File: src/rtl/lg_prefix_unit.sv
// Prefix-reduction gate array (AND/OR/XOR/NAND) with registered output.
// Define LG_SWEEP_EN to compile in the exhaustive sweep engine (FSM, pattern counter, signature count).

module lg_prefix_cell #(
   parameter int W = 2
) (
   input  logic [W-1:0] a,
   input  logic [1:0]   op,
   output logic         y
);
   // NAND is the inverted AND of the whole prefix, not a chained NAND.
   always_comb begin
      y = 1'b0;
      case (op)
         2'b00:   y = &a;
         2'b01:   y = |a;
         2'b10:   y = ^a;
         default: y = ~&a;
      endcase
   end
endmodule

module lg_prefix_unit #(
   parameter int N = 4
) (
   input  logic         CLK,
   input  logic         RST,
   input  logic         IN_VALID,
   input  logic [N-1:0] A,
   input  logic [1:0]   OP,
   input  logic         START,
   output logic [N-2:0] Y,
   output logic         OUT_VALID,
   output logic         BUSY,
   output logic         DONE,
   output logic [N:0]   COUNT
);
   logic [N-1:0] src;
   logic [1:0]   op_sel;
   logic [N-2:0] f;

   // One shared gate array; the source vector is A in direct mode, P while sweeping.
   generate
      for (genvar k = 1; k < N; k++) begin : g_cell
         lg_prefix_cell #(.W(k + 1)) u_cell (
            .a  (src[k:0]),
            .op (op_sel),
            .y  (f[k-1])
         );
      end
   endgenerate

`ifdef LG_SWEEP_EN
   typedef enum logic [1:0] {S_IDLE, S_SWEEP, S_DONE} state_t;

   localparam logic [N-1:0] P_LAST = '1;

   state_t       state;
   logic [N-1:0] p;
   logic [1:0]   op_lat;

   assign src    = (state == S_SWEEP) ? p      : A;
   assign op_sel = (state == S_SWEEP) ? op_lat : OP;

   always_ff @(posedge CLK) begin
      if (RST) begin
         state     <= S_IDLE;
         p         <= '0;
         op_lat    <= 2'b00;
         Y         <= '0;
         OUT_VALID <= 1'b0;
         BUSY      <= 1'b0;
         DONE      <= 1'b0;
         COUNT     <= '0;
      end else begin
         case (state)
            S_IDLE: begin
               if (START) begin
                  // START beats a simultaneous direct vector.
                  state     <= S_SWEEP;
                  op_lat    <= OP;
                  p         <= '0;
                  COUNT     <= '0;
                  BUSY      <= 1'b1;
                  OUT_VALID <= 1'b0;
               end else if (IN_VALID) begin
                  Y         <= f;
                  OUT_VALID <= 1'b1;
               end else begin
                  OUT_VALID <= 1'b0;
               end
            end
            S_SWEEP: begin
               Y         <= f;
               OUT_VALID <= 1'b1;
               COUNT     <= COUNT + {{N{1'b0}}, f[N-2]};
               if (p == P_LAST) begin
                  state <= S_DONE;
                  DONE  <= 1'b1;
               end else begin
                  p <= p + {{(N-1){1'b0}}, 1'b1};
               end
            end
            S_DONE: begin
               state     <= S_IDLE;
               DONE      <= 1'b0;
               BUSY      <= 1'b0;
               OUT_VALID <= 1'b0;
            end
            default: state <= S_IDLE;
         endcase
      end
   end
`else
   logic unused_start;

   assign unused_start = START;
   assign src          = A;
   assign op_sel       = OP;
   assign BUSY         = 1'b0;
   assign DONE         = 1'b0;
   assign COUNT        = '0;

   always_ff @(posedge CLK) begin
      if (RST) begin
         Y         <= '0;
         OUT_VALID <= 1'b0;
      end else if (IN_VALID) begin
         Y         <= f;
         OUT_VALID <= 1'b1;
      end else begin
         OUT_VALID <= 1'b0;
      end
   end
`endif
endmodule

File: config.mk
export PLATFORM = sky130hd
export DESIGN_NAME = lg_prefix_unit
export DESIGN_NICKNAME = d
export VERILOG_FILES = /design/src/rtl/lg_prefix_unit.sv
export SDC_FILE = /design/constraint.sdc
export NUM_CORES = 1
export LEC_CHECK = 0
export BUFFER_PORTS_ARGS = -buffer_cell sky130_fd_sc_hd__clkbuf_2
export CAP_MARGIN = 5
export CORE_AREA = 3 3 40 42
export DETAILED_ROUTE_END_ITERATION = 7
export DIE_AREA = 0 0 43 45
export SETUP_SLACK_MARGIN = 0.02
export SYNTH_ARGS = -nofsm -noshare
export SYNTH_HDL_FRONTEND = slang
export SYNTH_HIERARCHICAL = 1
export SYNTH_SLANG_ARGS = --single-unit
File: constraint.sdc
create_clock -name CLK -period 1.9 [get_ports CLK]
set_input_delay 0.19 -clock CLK [delete_from_list [all_inputs] [get_ports CLK]]
set_output_delay 0.19 -clock CLK [all_outputs]
set_load 0.01 [all_outputs]
==> results.md <==
* Net count, final at 90
* Register Area at 80.1 µm²
* Synth cell types at 19
* Setup WS post-layout at 789 ps
* Area after DPL at 489 µm²
* Syn_area_per_cell at 7.86 µm²
* Clk sinks at 4
* Mapped Area at 440 µm²
* Cell count after synthesis at 56
* Delay-heaviest family, CP: adder cells
* Vias in the first global route at 302
* GPL Wtd Cong at 0.741
* Period minus WS final at 1110 ps
* Critical path type: in2reg
* First-pass GRT wire length at 1.21 mm
* Yosys reg bits at 4
* Core Area at 0.00128 mm²
* FILL cells at 144
* Most common cell type on the critical path: nor2_1
* Total power at 0.277 mW
* Clk pin slew, worst setup/hold paths at 40 ps
* Hold Vio Cnt, Final at 0
* Outcome: completed
* Worst Hold Class: in2reg
* DIE HEIGHT at 45 µm
* DRT iter0 DRCs at 5
* Leakage at 0.309 nW
* CP max FO at 6
* Synth Warn # at 6
* Commonest cells after routing, fill and taps aside: inv_1, clkbuf_2, ha_1
* GRT Overall Usage at 8.83%
* Main combinational cell family by area after synthesis: adder cells
* Max Fclk at 900 MHz
* Final Cycle Share at 58.5%
* Initial antenna violation count at 0
* Placed cells at 82
* Buf+Inv Stages, Crit Path at 2
* Cts bufs inserted at 3
* Fin Clk Skew at 0 ps
* Worst-skew pair later-pin latency at 230 ps
* Diodes inserted at 0
* Max-cap viol count at 0
* Area share of fa/ha/maj cells after synthesis at 22.7%
* I/O pin count at 21
* Ratio of cells with drive above 1 in the final layout at 22.9%
* Die X at 43 µm
* Antenna-violating nets left at 0
* Synth Area in Compound Gates at 13.6%
* Grt total ovfl at 0
* Power density over the cells at 541 mW/mm²
* Hold_buf cts at 0
* Per-cell routed wire length at 8.31 µm
* CTS tree: yes
* Placement Setup Slack at 550 ps
* Vias per std cell at 4.34
* Max H-tree Level at 1
* Post-Synth Simple-Gate Area at 11.4%
* Required @ worst endpoint at 2020 ps
* Via count at 369
* Final hold slack at 163 ps
* Nature of the critical path endpoint: flop
* Drt first pass iters at 4
* Layout Utilization at 39.8%
* Critical Path AT at 1230 ps
* XOR/XNOR Fraction of Synth Area at 1.99%
* Largest net degree at the start of global routing at 12
* Multi-input gate area at 285 µm²
* Seq/Total Area, Yosys at 18.2%
* Num rows at 13
* VDD IR max at 0.396 mV
* Setup TNS at 0 ps
* CP Cell Sequence: clkbuf_2 > inv_1 > ha_1 > nor2_1 > o221a_1 > a31oi_1 > mux2i_1 > nor2_1
* Port bufs at 12
* CP Launch Type: input pin
* Dpl hpwl at 597 µm
* Root Driver: clkbuf_4
* DRC Markers at 0
* Die Area at 0.00194 mm²
* Final Cell Area at 512 µm²
* Final Max Tran Viols at 0
* Synth-to-Final Area Change at 16.2%
* Final-report setup violation count at 0
* Slowest stage delay, CP at 280 ps
* Post-CTS Setup Inserts at 0
* DRT Wirelength at 706 µm
* Slowest-stage cell, CP: ha_1
* Initial Utilization at 34.3%
* RSZ-0062 raised after global routing: false
* Final std cells w/o fill at 85
* Post-synthesis mux area share at 9.09%
* PostCTS Resize Cnt at 0
* Clock Path Buffers at 2
## Yosys cell counts (all sizes together)
cell type  count  area [µm²]
a21boi         1        7.51
a21oi          1        5.00
a311o          1        10.0
a31oi          1        6.26
and2b          1        8.76
buf            7        52.6
conb           1        3.75
dfxtp          4        80.1
ha             8         100
inv           12        45.0
mux2i          4        40.0
nand2          4        15.0
nand3          1        5.00
nor2           4        15.0
nor2b          1        6.26
o211ai         1        7.51
o221a          1        11.3
o22ai          2        12.5
xor2           1        8.76
## power breakdown
| part | total, mW | leakage, nW | switching [mW] | internal (mW) |
|---|---|---|---|---|
| logic | 0.0804 | 0.262 | 0.0450 | 0.0353 |
| registers | 0.0937 | 0.0332 | 0.00274 | 0.0910 |
| clock network | 0.103 | 0.0138 | 0.0321 | 0.0704 |
| total | 0.277 | 0.309 | 0.0799 | 0.197 |
## state kept, by name, indices dropped and copies added (netlist names)
name and count:
OUT_VALID 1, Y 3
## path summary, 6_finish.rpt
path | from | endpoint | slack, ps | depth (start not counted)
worst min-delay path | RST | OUT_VALID | 160 | 2
worst max-delay path | A[0] | Y[1] | 790 | 8
worst min register to register | Y[1] | Y[1] | 490 | 2
worst max register to register | Y[0] | Y[0] | 1320 | 2
## kinds of logic (layout without fill, tap and decap cells)
family	Yosys count	in the layout
adders and majority gates	8	8
AOI/OAI and AO/OA	8	8
muxes	4	4
other	1	7
buffers and inverters	19	27
DFF	4	4
xor gates and xnor gates	1	1
and+or+nand+nor	11	11
## cell type report
| class | instances | area share [%] |
|---|---|---|
| clock buffer | 3 | 4.40 |
| inverter | 12 | 8.80 |
| multi-input combinational | 39 | 55.7 |
| sequential | 4 | 15.6 |
| tap | 15 | 3.67 |
| timing repair buffer | 12 | 11.7 |
## routing by layer
metal | wire length [µm] | track usage, % | up-vias
met1 | 311 | 11.6 | 158
met4 | 0 | 0 | 0
met3 | 102 | 8.37 | 0
met2 | 291 | 11.1 | 15
met5 | 0 | 0 | -
li1 | - | - | 196
(Power assumes the default switching activity.)
